--- config.mk ---
export PLATFORM = sky130hd
export DESIGN_NAME = soc_system_timeout_counter
export DESIGN_NICKNAME = d
export VERILOG_FILES = /design/src/rtl/soc_system_sysid_checker_pkg.sv /design/src/rtl/soc_system_timeout_counter.sv
export SDC_FILE = /design/constraint.sdc
export NUM_CORES = 1
export LEC_CHECK = 0
export CAP_MARGIN = 0
export CELL_PAD_IN_SITES_DETAIL_PLACEMENT = 0
export CELL_PAD_IN_SITES_GLOBAL_PLACEMENT = 1
export CORE_ASPECT_RATIO = 1.4
export CORE_MARGIN = 4
export CORE_UTILIZATION = 42
export DETAILED_ROUTE_END_ITERATION = 7
export GPL_TIMING_DRIVEN = 0
export PLACE_DENSITY_LB_ADDON = 0.1
export SETUP_SLACK_MARGIN = 0.5
export SYNTH_ARGS = -nofsm -noshare
export SYNTH_HDL_FRONTEND = slang
export SYNTH_SLANG_ARGS = --single-unit
--- constraint.sdc ---
create_clock -name clock -period 6.26 [get_ports clock]
set_input_delay 1.252 -clock clock [delete_from_list [all_inputs] [get_ports clock]]
set_output_delay 1.252 -clock clock [all_outputs]
set_load 0.02 [all_outputs]
--- src/rtl/soc_system_sysid_checker_pkg.sv ---
// Shared types and constants for the system-ID checker and its helpers.
package soc_system_sysid_pkg;

  localparam int SYSID_TO_W = 16;

  localparam logic SYSID_ADDR_ID = 1'b0;
  localparam logic SYSID_ADDR_TS = 1'b1;

  typedef enum logic [2:0] {
    ST_IDLE    = 3'd0,
    ST_ID_REQ  = 3'd1,
    ST_ID_WAIT = 3'd2,
    ST_TS_REQ  = 3'd3,
    ST_TS_WAIT = 3'd4,
    ST_DONE    = 3'd5
  } sysid_chk_state_t;

  // True in the states that are guarded by the timeout counter.
  function automatic logic is_bus_phase(input sysid_chk_state_t s);
    return (s == ST_ID_REQ) || (s == ST_ID_WAIT) ||
           (s == ST_TS_REQ) || (s == ST_TS_WAIT);
  endfunction

endpackage

--- src/rtl/soc_system_timeout_counter.sv ---
// Per-phase watchdog: counts cycles while enabled, restarts on clear, and
// flags expiry in the cycle where the count reaches limit-1.
module soc_system_timeout_counter
  import soc_system_sysid_pkg::*;
#(
  parameter int W = SYSID_TO_W
) (
  input  logic         clock,
  input  logic         reset,
  input  logic         clear,
  input  logic         enable,
  input  logic [W-1:0] limit,
  output logic         expired
);

  logic [W-1:0] count;

  // Cycle counter; clear takes priority so a new phase always starts at 0.
  always_ff @(posedge clock or posedge reset) begin
    if (reset) begin
      count <= '0;
    end else if (clear) begin
      count <= '0;
    end else if (enable) begin
      count <= count + {{(W-1){1'b0}}, 1'b1};
    end
  end

  // Expiry is combinational so the owner can abort in the same cycle.
  always_comb begin
    expired = enable && (count == (limit - {{(W-1){1'b0}}, 1'b1}));
  end

endmodule

==> flow_metrics.py <==
metrics = {
    "sta": {
        "fin_crit_sh_pct": 88.47,
        "rsz0062_at_grt": "no",
        "slew_headroom_pct": 57.74,
        "hold_viol": 0,
        "period_needed_ns": 5.538,
        "setup_tns_ns": 0,
        "max_freq_mhz": 180.6,
        "finalSetupViolCount": 0,
        "finClkSkew_ns": 0.001783,
        "hold_ws_ns": 0.5605,
        "slew_viol_final": 0,
        "fin_ws_ns": 0.7217,
        "tightest_slew_ns": 0.6323,
    },
    "worst_setup_path": {
        "crit_end": "expired",
        "r2r_end": "count[13]",
        "slowest_delay_ns": 0.57,
        "crit_buf_inv": 3,
        "cp-start-kind": "input pin",
        "critical_path.startpoint": "limit[0]",
        "worstReg2RegStart": "count[2]",
        "crit_arrival_ns": 4.29,
        "cp_cell_sequence": "clkdlybuf4s50_1 -> or4_4 -> or4b_1 -> buf_2 -> or4b_4 -> xnor2_2 -> nand2_1 -> nor4_2 -> dlygate4sd2_1",
        "r2r_slack_ns": 4.37,
        "rr_worst_depth": 6,
        "critical_path.top_delay_family": "simple AND/OR/NAND/NOR gates",
        "critical_path.max_fanout": 6,
        "cp-end-kind": "output port",
        "crit_required_ns": 5.01,
        "worstSetupPathType": "input pin to output port",
        "worstSetupPathDepth": 9,
        "crit_slowest_cell": "or4_4",
    },
    "power": {
        "pwr-share-seq_pct": 44.7,
        "switching_share_pct": 24.04,
        "pwr-share-clk_pct": 37.8,
        "cellLeakagePower_nw": 0.5974,
        "peakVddDrop_mv": 0.1501,
        "pwr-share-comb_pct": 17.5,
        "power_uw": 238.8,
        "p_int_uw": 181.4,
        "power_switching_uw": 57.41,
        "cellPowerDensity_mw_per_mm2": 152.6,
    },
    "cells_and_area": {
        "syn_to_final_growth_pct": 20.52,
        "final_nets": 199,
        "largestRegisters": "count x16",
        "final_cells": 213,
        "drive_above_1_share_pct": 6.818,
        "fill_cells": 283,
        "top_register": "count",
        "n_antenna_cell": 0,
        "seqCellArea_sq_um": 400.4,
        "multiInputGateArea_sq_um": 835.8,
        "largest_register_ff_count": 16,
    },
    "logic_synthesis": {
        "ys_ff_latch": 16,
        "yosysUniqueCellTypes": 36,
        "synthFlopType": "dfrtp_1",
        "synth_edf_count": 0,
        "ys_top_cells_by_area": "dfrtp_1 (31%), xnor2_1 (13%), xor2_1 (10%)",
        "yosys_warnings": 0,
        "yosysSeqAreaShare_pct": 30.83,
        "syn-num-nets": 178,
        "synth.most_common_cell": "nor2_1",
        "synth.avg_cell_area_sq_um": 8.325,
        "synthCells": 156,
        "syn_area_sq_mm": 0.001299,
        "synthArstFlopShare_pct": 100.0,
        "netlist.area_leader.share_pct": 30.83,
        "yosysTopAreaCell": "dfrtp_1",
        "ys_top_cells_by_count": "nor2_1 (21), xnor2_1 (20), dfrtp_1 (16), xor2_1 (15), nand2_1 (10)",
    },
    "route": {
        "wl_mm": 2.718,
        "post-route-drc-count": 0,
        "viasPerCell": 5.282,
        "drt_pre_antenna_iters": 4,
        "routedWlPerCell_um": 12.76,
        "ant_nets": 0,
        "vias": 1125,
        "drt_iter0_markers": 15,
    },
    "cts": {
        "cts_buffers": 3,
        "root_buffer": "clkbuf_8",
        "cts_tree": "built",
        "path_clk_slew_ns": 0.06,
        "cts_setup_buffers": 0,
        "cts_max_level": 1,
        "clock_sinks": 16,
        "clockBufferDepth": 2,
        "clk-insertion-delay-late_ns": 0.25,
    },
    "die": {
        "die_w_um": 55.00,
        "core_area_sq_mm": 0.002907,
        "die_h_um": 73.80,
        "dieArea_sq_mm": 0.004058,
        "num_io_pins": 21,
        "rows": 23,
        "start_util_pct": 44.68,
    },
    "grt": {
        "grt-ovfl-total": 0,
        "grt_pass1_vias": 1114,
        "grt_pass1_wl_mm": 4.698,
        "grt_max_degree": 17,
        "track_usage_pct": 15.23,
        "antenna_found_initial": 0,
    },
    "run": {
        "max-cap-violations": 0,
    },
    "place": {
        "routabilityCongestion": 0.7628,
        "placed_cells": 209,
        "port_buffers": 16,
        "dp_slack_ns": 0.3795,
        "dp_hpwl_mm": 2.167,
    },
    "min_path": {
        "hp-class": "register to register",
        "min-delay-start": "count[9]",
    },
    "status": {
        "outcome": "complete, no violations",
    },
}
## stage by stage
stage          util (%)  cell area (sq um)
2_1_floorplan         -               1299
3_3_place_gp      51.79               1505
3_5_place_dp      51.79               1505
4_1_cts           53.85               1565
5_1_grt           53.85               1565
6_report          53.85               1565
## power by group through the flow
stage	clock, mW	combinational (mW)	sequential [mW]
after floorplan	0	0.0242	0.108
after global placement	0	0.0411	0.109
after detailed placement	0	0.0418	0.109
after CTS	0.0923	0.0423	0.107
after global routing	0.0973	0.0464	0.107
final	0.0904	0.0417	0.107
## cells by family after synthesis
logic type / count (synthesis) / synth area share (%)
XOR/XNOR: 36 / 24.86
AND/OR/NAND/NOR: 67 / 27.46
multiplexers: 1 / 0.7707
flip-flops: 16 / 30.83
AO/OA/AOI/OAI: 18 / 8.864
buffers and inverters: 16 / 5.299
adder cells (fa/ha/maj): 2 / 1.926
## worst reg2reg max path, cell delays in order (launching register included)
cell and delay, ns:
dfrtp_1 0.32, clkbuf_1 0.30, o2111ai_1 0.23, nor2_1 0.25
nand3_1 0.20, or3_1 0.38, a21oi_1 0.14
## layer usage
layer | vias up | global-route usage (%) | wire length (um)
met3 | 4 | 1.826 | 89
met1 | 527 | 18.54 | 1190
li1 | 575 | - | -
met5 | - | 0 | 0
met4 | 0 | 4.054 | 39
met2 | 19 | 27.24 | 1399
## cell usage in the layout, fill, tap and decap left out, drive strengths merged, types with 2 or more instances in the layout
master,synthesis,layout
xnor2,21,21
nand4,8,8
or4b,2,2
o21ai,4,4
buf,2,2
nand2,10,10
dfrtp,16,16
ha,2,2
and3,2,2
inv,7,7
or3,5,5
o31ai,2,2
nor3,5,5
a21oi,4,4
clkbuf,7,11
xor2,15,15
nor4,3,3
nor2,21,21
clkdlybuf4s50,0,15
nand3,5,5
a31oi,3,3
## cell type report
| class | count | share of cell area [%] |
|---|---|---|
| inverters | 7 | 1.679 |
| plain buffers | 9 | 2.718 |
| clock buffers | 4 | 3.517 |
| multi-input cells | 124 | 53.40 |
| repair buffers | 16 | 10.15 |
| well taps | 37 | 2.958 |
| flip-flops and latches | 16 | 25.58 |
## worst min path at each step
stage                           to  slack (ns)  cells past startpoint
after CTS                 count[9]        0.56                      2
after detailed placement  count[9]        0.55                      2
after global routing      count[9]        0.59                      2
final                     count[9]        0.56                      2
after global placement    count[9]        0.54                      2
after floorplan           count[9]        0.52                      2
## timing repair
item / in CTS / in global routing
hold buffers: 0 / 0
endpoints found under the hold margin: 0 / 0
endpoints found under the setup margin: 1 / 0
resized for setup: 2 / 0
Note: power is estimated with default switching activity, not from simulation.
